### config.mk
export PLATFORM = sky130hd
export DESIGN_NAME = mul_div_unit_flat
export DESIGN_NICKNAME = d
export VERILOG_FILES = /design/src/rtl/mul_div_unit_if.sv /design/src/rtl/mul_div_unit.sv /design/src/flat_wrapper.sv
export SDC_FILE = /design/constraint.sdc
export NUM_CORES = 1
export LEC_CHECK = 0
export ABC_AREA = 0
export BUFFER_PORTS_ARGS = -buffer_cell sky130_fd_sc_hd__buf_2
export CAP_MARGIN = 5
export CORE_AREA = 2 2 223 181
export DETAILED_ROUTE_END_ITERATION = 10
export DIE_AREA = 0 0 225 183
export HOLD_SLACK_MARGIN = 0.06
export PLACE_DENSITY = 0.67
export RECOVER_POWER = 50
export SLEW_MARGIN = 20
export SYNTH_ARGS = -nofsm -noshare
export SYNTH_HDL_FRONTEND = slang
export SYNTH_SLANG_ARGS = --single-unit
### constraint.sdc
create_clock -name clk -period 4.8 [get_ports clk]
set_input_delay 0.96 -clock clk [delete_from_list [all_inputs] [get_ports clk]]
set_output_delay 0.96 -clock clk [all_outputs]
set_load 0.05 [all_outputs]
### src/rtl/mul_div_unit_if.sv
// ============================================================================
// Module : mul_div_unit_if
// Brief  : Issue and write-back bundle between the register file and the
//          iterative multiply/divide unit.
// Rev    : 1.0  initial release
// ============================================================================
`default_nettype none

interface mul_div_unit_if #(
  parameter int DATA_WIDTH    = 32,
  parameter int REG_NUM_WIDTH = 5
);
  logic                     start;
  logic [2:0]               op;
  logic [DATA_WIDTH-1:0]    srcA;
  logic [DATA_WIDTH-1:0]    srcB;
  logic [REG_NUM_WIDTH-1:0] dstNum;
  logic                     flush;
  logic                     ready;
  logic                     busy;
  logic                     wbReady;
  logic [DATA_WIDTH-1:0]    wrData;
  logic [REG_NUM_WIDTH-1:0] wrNum;
  logic                     wrEnable;

  modport master (
    output start, op, srcA, srcB, dstNum, flush, wbReady,
    input  ready, busy, wrData, wrNum, wrEnable
  );

  modport slave (
    input  start, op, srcA, srcB, dstNum, flush, wbReady,
    output ready, busy, wrData, wrNum, wrEnable
  );
endinterface

`default_nettype wire

### src/rtl/mul_div_unit.sv
// ============================================================================
// Module : mul_div_unit
// Brief  : Iterative RISC-V M-extension multiply/divide, one bit per cycle,
//          with a stallable register-file write-back port.
// Rev    : 1.0  initial release
// ============================================================================
`default_nettype none

module mul_div_unit #(
  parameter int DATA_WIDTH    = 32,
  parameter int REG_NUM_WIDTH = 5
) (
  input  logic           clk,
  input  logic           rstN,
  mul_div_unit_if.slave  bus
);

  localparam int          DW         = DATA_WIDTH;
  localparam logic [2:0]  c_OP_MUL    = 3'd0;
  localparam logic [2:0]  c_OP_MULH   = 3'd1;
  localparam logic [2:0]  c_OP_MULHSU = 3'd2;
  localparam logic [2:0]  c_OP_MULHU  = 3'd3;
  localparam logic [2:0]  c_OP_DIV    = 3'd4;
  localparam logic [2:0]  c_OP_DIVU   = 3'd5;
  localparam logic [2:0]  c_OP_REM    = 3'd6;
  localparam logic [5:0]  c_LAST_STEP = 6'(DATA_WIDTH - 1);

  typedef enum logic [1:0] {
    IDLE = 2'd0,
    CALC = 2'd1,
    DONE = 2'd2
  } state_t;

  state_t                   r_state;
  logic [2:0]               r_op;
  logic [REG_NUM_WIDTH-1:0] r_dst;
  logic [5:0]               r_count;
  logic [DW-1:0]            r_operand;
  logic [2*DW-1:0]          r_acc;
  logic                     r_signA;
  logic                     r_signB;
  logic                     r_divZero;
  logic [DW-1:0]            r_wrData;

  // Capture-side operand conditioning
  logic          w_isMul;
  logic          w_aSigned;
  logic          w_bSigned;
  logic          w_signA;
  logic          w_signB;
  logic [DW-1:0] w_magA;
  logic [DW-1:0] w_magB;

  always_comb begin
    w_isMul   = ~bus.op[2];
    w_aSigned = (bus.op == c_OP_MUL) || (bus.op == c_OP_MULH) ||
                (bus.op == c_OP_MULHSU) || (bus.op == c_OP_DIV) ||
                (bus.op == c_OP_REM);
    w_bSigned = w_aSigned && (bus.op != c_OP_MULHSU);
    w_signA   = w_aSigned && bus.srcA[DW-1];
    w_signB   = w_bSigned && bus.srcB[DW-1];
    w_magA    = w_signA ? -bus.srcA : bus.srcA;
    w_magB    = w_signB ? -bus.srcB : bus.srcB;
  end

  // Accumulator is {high/remainder, low/quotient}: multiply shifts right,
  // divide shifts left, so one register serves both.
  logic [DW:0]     w_mulSum;
  logic [DW:0]     w_divShift;
  logic [DW:0]     w_divTrial;
  logic [2*DW-1:0] w_nextAcc;

  always_comb begin
    w_mulSum   = {1'b0, r_acc[2*DW-1:DW]} + (r_acc[0] ? {1'b0, r_operand} : '0);
    w_divShift = r_acc[2*DW-1:DW-1];
    w_divTrial = w_divShift - {1'b0, r_operand};
    if (!r_op[2]) begin
      w_nextAcc = {w_mulSum, r_acc[DW-1:1]};
    end else if (w_divTrial[DW]) begin
      w_nextAcc = {w_divShift[DW-1:0], r_acc[DW-2:0], 1'b0};
    end else begin
      w_nextAcc = {w_divTrial[DW-1:0], r_acc[DW-2:0], 1'b1};
    end
  end

  logic            w_negResult;
  logic [2*DW-1:0] w_prodSigned;
  logic [DW-1:0]   w_quot;
  logic [DW-1:0]   w_rem;
  logic [DW-1:0]   w_result;

  always_comb begin
    w_negResult  = r_signA ^ r_signB;
    w_prodSigned = w_negResult ? -w_nextAcc : w_nextAcc;
    w_quot       = w_negResult ? -w_nextAcc[DW-1:0] : w_nextAcc[DW-1:0];
    w_rem        = r_signA ? -w_nextAcc[2*DW-1:DW] : w_nextAcc[2*DW-1:DW];
    case (r_op)
      c_OP_MUL:                           w_result = w_prodSigned[DW-1:0];
      c_OP_MULH, c_OP_MULHSU, c_OP_MULHU: w_result = w_prodSigned[2*DW-1:DW];
      c_OP_DIV, c_OP_DIVU:                w_result = r_divZero ? '1 : w_quot;
      default:                            w_result = w_rem;
    endcase
  end

  always_ff @(posedge clk) begin
    if (!rstN) begin
      r_state   <= IDLE;
      r_op      <= '0;
      r_dst     <= '0;
      r_count   <= '0;
      r_operand <= '0;
      r_acc     <= '0;
      r_signA   <= 1'b0;
      r_signB   <= 1'b0;
      r_divZero <= 1'b0;
      r_wrData  <= '0;
    end else if (bus.flush) begin
      r_state <= IDLE;
    end else begin
      case (r_state)
        IDLE: begin
          if (bus.start) begin
            r_state   <= CALC;
            r_op      <= bus.op;
            r_dst     <= bus.dstNum;
            r_count   <= '0;
            r_signA   <= w_signA;
            r_signB   <= w_signB;
            r_divZero <= bus.op[2] && (bus.srcB == '0);
            r_operand <= w_isMul ? w_magA : w_magB;
            r_acc     <= {{DW{1'b0}}, (w_isMul ? w_magB : w_magA)};
          end
        end
        CALC: begin
          r_acc   <= w_nextAcc;
          r_count <= r_count + 6'd1;
          if (r_count == c_LAST_STEP) begin
            r_wrData <= w_result;
            r_state  <= DONE;
          end
        end
        DONE: begin
          if (bus.wbReady) r_state <= IDLE;
        end
        default: r_state <= IDLE;
      endcase
    end
  end

  assign bus.ready    = (r_state == IDLE);
  assign bus.busy     = (r_state != IDLE);
  assign bus.wrData   = r_wrData;
  assign bus.wrNum    = r_dst;
  assign bus.wrEnable = (r_state == DONE) && bus.wbReady && !bus.flush &&
                        (r_dst != '0);

endmodule

`default_nettype wire

### src/flat_wrapper.sv
// flat-port wrapper written by rule: the top's interface ports become plain ports
module mul_div_unit_flat 
#(
  parameter int DATA_WIDTH    = 32,
  parameter int REG_NUM_WIDTH = 5
)
  (clk, rstN, bus_start, bus_op, bus_srcA, bus_srcB, bus_dstNum, bus_flush, bus_wbReady, bus_ready, bus_busy, bus_wrData, bus_wrNum, bus_wrEnable);
  mul_div_unit_if #(.DATA_WIDTH(DATA_WIDTH), .REG_NUM_WIDTH(REG_NUM_WIDTH)) bus_i ();
  input  logic clk;
  input  logic rstN;
  input wire logic [$bits(bus_i.start)-1:0] bus_start;
  input wire logic [$bits(bus_i.op)-1:0] bus_op;
  input wire logic [$bits(bus_i.srcA)-1:0] bus_srcA;
  input wire logic [$bits(bus_i.srcB)-1:0] bus_srcB;
  input wire logic [$bits(bus_i.dstNum)-1:0] bus_dstNum;
  input wire logic [$bits(bus_i.flush)-1:0] bus_flush;
  input wire logic [$bits(bus_i.wbReady)-1:0] bus_wbReady;
  output wire logic [$bits(bus_i.ready)-1:0] bus_ready;
  output wire logic [$bits(bus_i.busy)-1:0] bus_busy;
  output wire logic [$bits(bus_i.wrData)-1:0] bus_wrData;
  output wire logic [$bits(bus_i.wrNum)-1:0] bus_wrNum;
  output wire logic [$bits(bus_i.wrEnable)-1:0] bus_wrEnable;
  assign bus_i.start = bus_start;
  assign bus_i.op = bus_op;
  assign bus_i.srcA = bus_srcA;
  assign bus_i.srcB = bus_srcB;
  assign bus_i.dstNum = bus_dstNum;
  assign bus_i.flush = bus_flush;
  assign bus_i.wbReady = bus_wbReady;
  assign bus_ready = bus_i.ready;
  assign bus_busy = bus_i.busy;
  assign bus_wrData = bus_i.wrData;
  assign bus_wrNum = bus_i.wrNum;
  assign bus_wrEnable = bus_i.wrEnable;
  mul_div_unit #(.DATA_WIDTH(DATA_WIDTH), .REG_NUM_WIDTH(REG_NUM_WIDTH)) u_core (.clk(clk), .rstN(rstN), .bus(bus_i));
endmodule
-- After elaboration in Yosys (flattened, before gate mapping)
Index checks and enable logic that the tools add are counted.
- register bits: 147
- input port bits: 77
- add/sub/neg operators: 8
- equal/unequal tests: 16
- mux-type cells: 20
- bitwise logic cells: 3
- reduce and logical (&&, ||, !) cells: 26
- operators by type and width (kind ; count):
    32-bit two-way mux ; 8
    64-bit two-way mux ; 4
    32-bit negator ; 4
    64-bit one-hot mux with 2 select lines ; 1
    32-bit one-hot mux with 3 select lines ; 1
    64-bit negator ; 1
    32-bit by 33-bit adder with 33-bit output ; 1
    33-bit by 32-bit subtractor with 33-bit output ; 1
    32-bit zero test ; 1
    3-bit == test (second input constant) ; 4
    6-bit one-hot mux with 2 select lines ; 1
    3-bit AND reduction ; 4
    3-bit by 2-bit == test with 1-bit output (second input constant) ; 3
    1-bit logical AND ; 7
    6-bit by 1-bit adder with 6-bit output (second input constant) ; 1
    3-bit by 1-bit == test with 1-bit output (second input constant) ; 2
    6-bit by 5-bit == test with 1-bit output (second input constant) ; 1
    3-bit zero test ; 2
    2-bit two-way mux ; 3
    6-bit two-way mux ; 1
    2-bit one-hot mux with 3 select lines ; 1
    5-bit nonzero test ; 1
    1-bit logical OR ; 4
    2-bit != test (second input constant) ; 2
    other kinds (11) ; 14

-- Logic depth before layout (Yosys ltp)
- depth after elaboration: 11
- mapped depth: 25

-- Worst setup path before layout
OpenSTA, ideal clock, no wires.
- path type: register to register
- from: register u_core.r_acc[31]
- to: register u_core.r_wrData[24] (netlist: u_core.bus.wrData[24])
- arrival time: 5.219 ns
- data required time: 4.722 ns
- setup slack: -0.497 ns
- stages on the path, launching flop included: 24
- period minus slack after synthesis: 5.297 ns
- path through: dfxtp_1 > inv_1 > ha_1 > fa_1 > nand2b_1 > a21o_1 > a211oi_1 > o211ai_2 > a21oi_1 > buf_2 > nor3_1 > or2_2 > inv_1 > ha_1 > nand2_1 > nor4_1 > nor4b_1 > a21oi_1 > xor2_1 > a21oi_1 > a32oi_1 > a31o_2 > o21bai_1 > a32oi_1
- cells in the longest elaborated chain, start to end: 7
- elaborated cells on any way between the ends: 11
- classes of those cells: add/sub (4); mux (7)
- RTL lines (element ; line ; RTL):
    from (decl) ; mul_div_unit.sv:39 ; logic [2*DW-1:0] r_acc;
    from (signal assigned) ; mul_div_unit.sv:131 ; r_acc <= {{DW{1'b0}}, (w_isMul ? w_magB : w_magA)};
    from (signal assigned) ; mul_div_unit.sv:135 ; r_acc <= w_nextAcc;
    33-bit by 32-bit subtractor with 33-bit output ; mul_div_unit.sv:76 ; w_divTrial = w_divShift - {1'b0, r_operand};
    64-bit two-way mux ; mul_div_unit.sv:79 ; end else if (w_divTrial[DW]) begin
    64-bit two-way mux * ; mul_div_unit.sv:77 ; if (!r_op[2]) begin
    32-bit negator ; mul_div_unit.sv:95 ; w_quot = w_negResult ? -w_nextAcc[DW-1:0] : w_nextAcc[DW-1:0];
    32-bit two-way mux ; mul_div_unit.sv:95 ;
    32-bit two-way mux ; mul_div_unit.sv:100 ; c_OP_DIV, c_OP_DIVU: w_result = r_divZero ? '1 : w_quot;
    32-bit one-hot mux with 3 select lines * ; mul_div_unit.sv:97 ; case (r_op)
    to (signal assigned) ; mul_div_unit.sv:138 ; r_wrData <= w_result;
    to (decl) ; mul_div_unit.sv:43 ; logic [DW-1:0] r_wrData;
Every way passes the cells marked *; elsewhere a longest branch is shown, timed or not.
A chain may end at the register's enable or synchronous reset.

-- Worst setup path after layout
- from: register u_core.r_operand[0]
- to: register u_core.r_wrData[29] (netlist: u_core.bus.wrData[29])
- cells in the longest elaborated chain, start to end: 7
- elaborated cells on any way between the ends: 13
- classes of those cells: add/sub (5); mux (8)
- RTL lines (element ; line ; RTL):
    from (decl) ; mul_div_unit.sv:38 ; logic [DW-1:0] r_operand;
    from (signal assigned) ; mul_div_unit.sv:130 ; r_operand <= w_isMul ? w_magA : w_magB;
    33-bit by 32-bit subtractor with 33-bit output ; mul_div_unit.sv:76 ;
    64-bit two-way mux ; mul_div_unit.sv:79 ;
    64-bit two-way mux * ; mul_div_unit.sv:77 ;
    32-bit negator ; mul_div_unit.sv:95 ;
    32-bit two-way mux ; mul_div_unit.sv:95 ;
    32-bit two-way mux ; mul_div_unit.sv:100 ;
    32-bit one-hot mux with 3 select lines * ; mul_div_unit.sv:97 ;
Marked as above.

==> results.md <==
* Chip height at 183 µm
* Clk_skew at 0.0139 ns
* IO Port Bufs at about 120
* Synth top area share at 19.1%
* Post-placement cell area at 0.0179 mm²
* NumNets Final at 2594
* Final Cell Area at 0.0188 mm²
* Worst setup SP type: flip-flop
* Post-synth net total at 2354
* Arrival @ worst endpoint at slightly above 5 ns
* Post-DP HPWL at 56300 µm
* CP max stage delay at 0.47 ns
* Sequential share of the synthesized area at between 10% and 20%
* Top-count cell post-synth: nor2_1
* Ys flop type: dfxtp_1
* Max-slew headroom at -148%
* GRT Total Usage at 33.7%
* First-pass GRT wire length at 105000 µm
* Number of synthesized register bits at 147
* H-tree levels at 4
* Mapped Area at approximately 0.015 mm²
* Worst-path clk slew at 0.07 ns
* Starting Density at a little under 40%
* Slew at the pin with the worst max-slew slack at ~3.7 ns
* Setup ws final at ~0.12 ns
* Status: finished with violations
* Failing checks: capacitance limit, slew limit
* Vias per inst at 6.30
* Ant diodes at 0
* Avg Synthesized Cell Area at 6.98 µm²
* Clock root buffer: clkbuf_16
* Worst path cell trace: buf_4 -> and2_1 -> ha_1 -> inv_1 -> fa_1 -> nand2b_1 -> a21oi_1 -> o2111a_1 -> o21ai_0 -> buf_4 -> a211oi_1 -> o22ai_1 -> xnor2_1 -> o21ai_2 -> nand2_1 -> or3_1 -> a21oi_1 -> a221o_1 -> nand3_1
* Congestion Overflow GR at 0
* Hold_buf cts at 0
* Via Count at 18645
* Leading post-synthesis cells by cell area: dfxtp_1 (19%), a21oi_1 (7.5%), nor2_1 (6.4%)
* Fill count at around 3900
* Post-route ant nets at 0
* Drc violations at 0
* Cells after Synth at 2206
* Routed WL per cell at about 24 µm
* Yosys top cell by area: dfxtp_1
* Slowest CP cell: or3_1
* Netlist cell types at 90
* Max-cap violations at 2
* GPL Wtd Cong at 1.00
* Initial drt markers at about 2500
* Synth cell count leaders: nor2_1 (261), nand2_1 (248), a21oi_1 (230), dfxtp_1 (147), o21ai_0 (117)
* Final WL at approximately 71000 µm
* CP Max Fanout at 5
* EDFF count, synth at 0
* Core ar. at 0.0390 mm²
* Max Root-Sink Buffers at 2
* Row count at 65
* VDD IR max at roughly 0.00022 V
* Tmin final at 4.68 ns
* Hold_ws at between 0.4 and 0.5 ns
* Ys Warns at 0
* Vias in the first global route at 16617
* CTS Buf Count at 17
* Final Hold Fails at 0
* Largest net degree at the start of global routing at just over 80
* Post-synth ARST share at 0%
* RSZ-0062 raised after global routing: yes
* Fmax at about 0.21 GHz
* Num ports at 117
* LEAKAGE at 7.61 nW
* Clock sinks at 147
* P per Cell Area at 234 mW/mm²
* Data required, critical path at 5.16 ns
* Initial antenna violation count at 3
* Tcrit/Tclk final at approximately 97%
* Final setup viols at 0
* Share of cells above drive strength 1 at 18.5%
* Worst Hold Class: flip-flop to flip-flop
* Drt pass-1 iters at 6
* Worst Setup End Kind: flip-flop
* Post-Place Worst Slack at 0.00918 ns
* Layout area overhead at 22.2%
* Worst-Skew Late Latency at approximately 0.47 ns
* Die Area at slightly above 0.04 mm²
* CTS tree: done
* Fin. max-slew vios at 117
* Post-layout util at about 48%
* WS Path Type: flip-flop to flip-flop
* Die Span X at 225 µm
==> path summary, 6_finish.rpt <==
path / startpoint / to / slack, ns / cells after the start
max: u_core.r_operand[0] / u_core.bus.wrData[29] / 0.12 / 19
min: u_core.bus.wrData[21] / u_core.bus.wrData[21] / 0.44 / 2
max reg2reg: u_core.r_operand[0] / u_core.bus.wrData[29] / 0.12 / 19
min reg2reg: u_core.bus.wrData[21] / u_core.bus.wrData[21] / 0.44 / 2
==> logic make-up (layout without fill, tap and decap cells) <==
kind of cell | after synthesis | count (layout) | synth area share, %
flip-flops | 147 | 147 | 19.1
adder cells (fa/ha/maj) | 71 | 71 | 5.87
AO/OA/AOI/OAI | 703 | 703 | 29.6
XOR/XNOR | 174 | 174 | 9.90
AND/OR/NAND/NOR | 851 | 851 | 26.0
multiplexers | 69 | 69 | 4.56
buffers and inverters | 191 | 444 | 4.85
==> final cells by class <==
class	count	area [µm²]	area share, %
Clock buffer	20	447	2.38
Clock inverter	12	100	0.532
Inverter	57	215	1.14
Multi-Input combinational cell	1868	12100	64.4
Sequential cell	147	2950	15.7
Tap cell	502	628	3.34
Timing Repair Buffer	355	2350	12.5
==> where the power goes <==
group	switching (mW)	internal (mW)	leakage, nW
logic	1.10	0.648	6.15
clock network	0.649	0.686	0.260
registers	0.0510	1.26	1.20
total	1.80	2.60	7.61
==> sequential cells by signal, indices dropped and copies added, names as in the netlist <==
register and cells:
u_core.bus.wrData 32, u_core.bus.wrNum 5, u_core.r_acc 64, u_core.r_count 6
u_core.r_divZero 1, u_core.r_op 3, u_core.r_operand 32, u_core.r_signA 1
u_core.r_signB 1, u_core.r_state 2
==> cells in the final DEF (no fill, tap or decap), drive strengths merged, types with 19 or more instances in the layout <==
| cell type | netlist | routed |
|---|---|---|
| a211oi | 52 | 52 |
| a21o | 22 | 22 |
| a21oi | 230 | 230 |
| a31oi | 45 | 45 |
| and2 | 50 | 50 |
| buf | 22 | 311 |
| clkbuf | 112 | 64 |
| dfxtp | 147 | 147 |
| ha | 69 | 69 |
| inv | 57 | 61 |
| mux2i | 60 | 60 |
| nand2 | 248 | 248 |
| nand2b | 25 | 25 |
| nand3 | 58 | 58 |
| nand4 | 28 | 28 |
| nor2 | 262 | 262 |
| nor2b | 19 | 19 |
| nor3 | 77 | 77 |
| o211ai | 43 | 43 |
| o21a | 22 | 22 |
| o21ai | 127 | 127 |
| o221ai | 20 | 20 |
| o31ai | 26 | 26 |
| xnor2 | 85 | 85 |
| xor2 | 89 | 89 |
==> through the flow <==
stage          std cells  power [mW]  setup TNS, ns
3_3_place_gp        2924        2.93              0
2_1_floorplan       2206        2.27       -0.00832
5_1_grt             2961        4.54         -0.294
4_1_cts             2957        4.25              0
3_5_place_dp        2924        2.94              0
6_report            2961        4.39              0
==> critical path: cells and delay by family (launching register included) <==
family          cells  cell delay [ns]
compound gates      8             2.02
simple gates        5             1.00
fa+ha+maj           2             0.60
buf+inv             3             0.40
flops               1             0.38
xor+xnor            1             0.15
==> layer usage <==
| metal | up-vias | part of all wire (%) | track usage [%] |
|---|---|---|---|
| li1 | 8517 | - | - |
| met1 | 8870 | 45 | 50.2 |
| met2 | 1127 | 39 | 46.5 |
| met3 | 129 | 12 | 8.04 |
| met4 | 2 | 3.4 | 11.3 |
| met5 | - | 0.013 | 0 |
==> timing repair <==
action | 4_1_cts | 5_1_grt
buffers inserted | 1 | 4
pin swaps | 0 | 29
setup endpoints to repair | 4 | 25
cloned | 0 | 0
gates resized for setup | 2 | 74
Power figures use the tool's default switching activity.
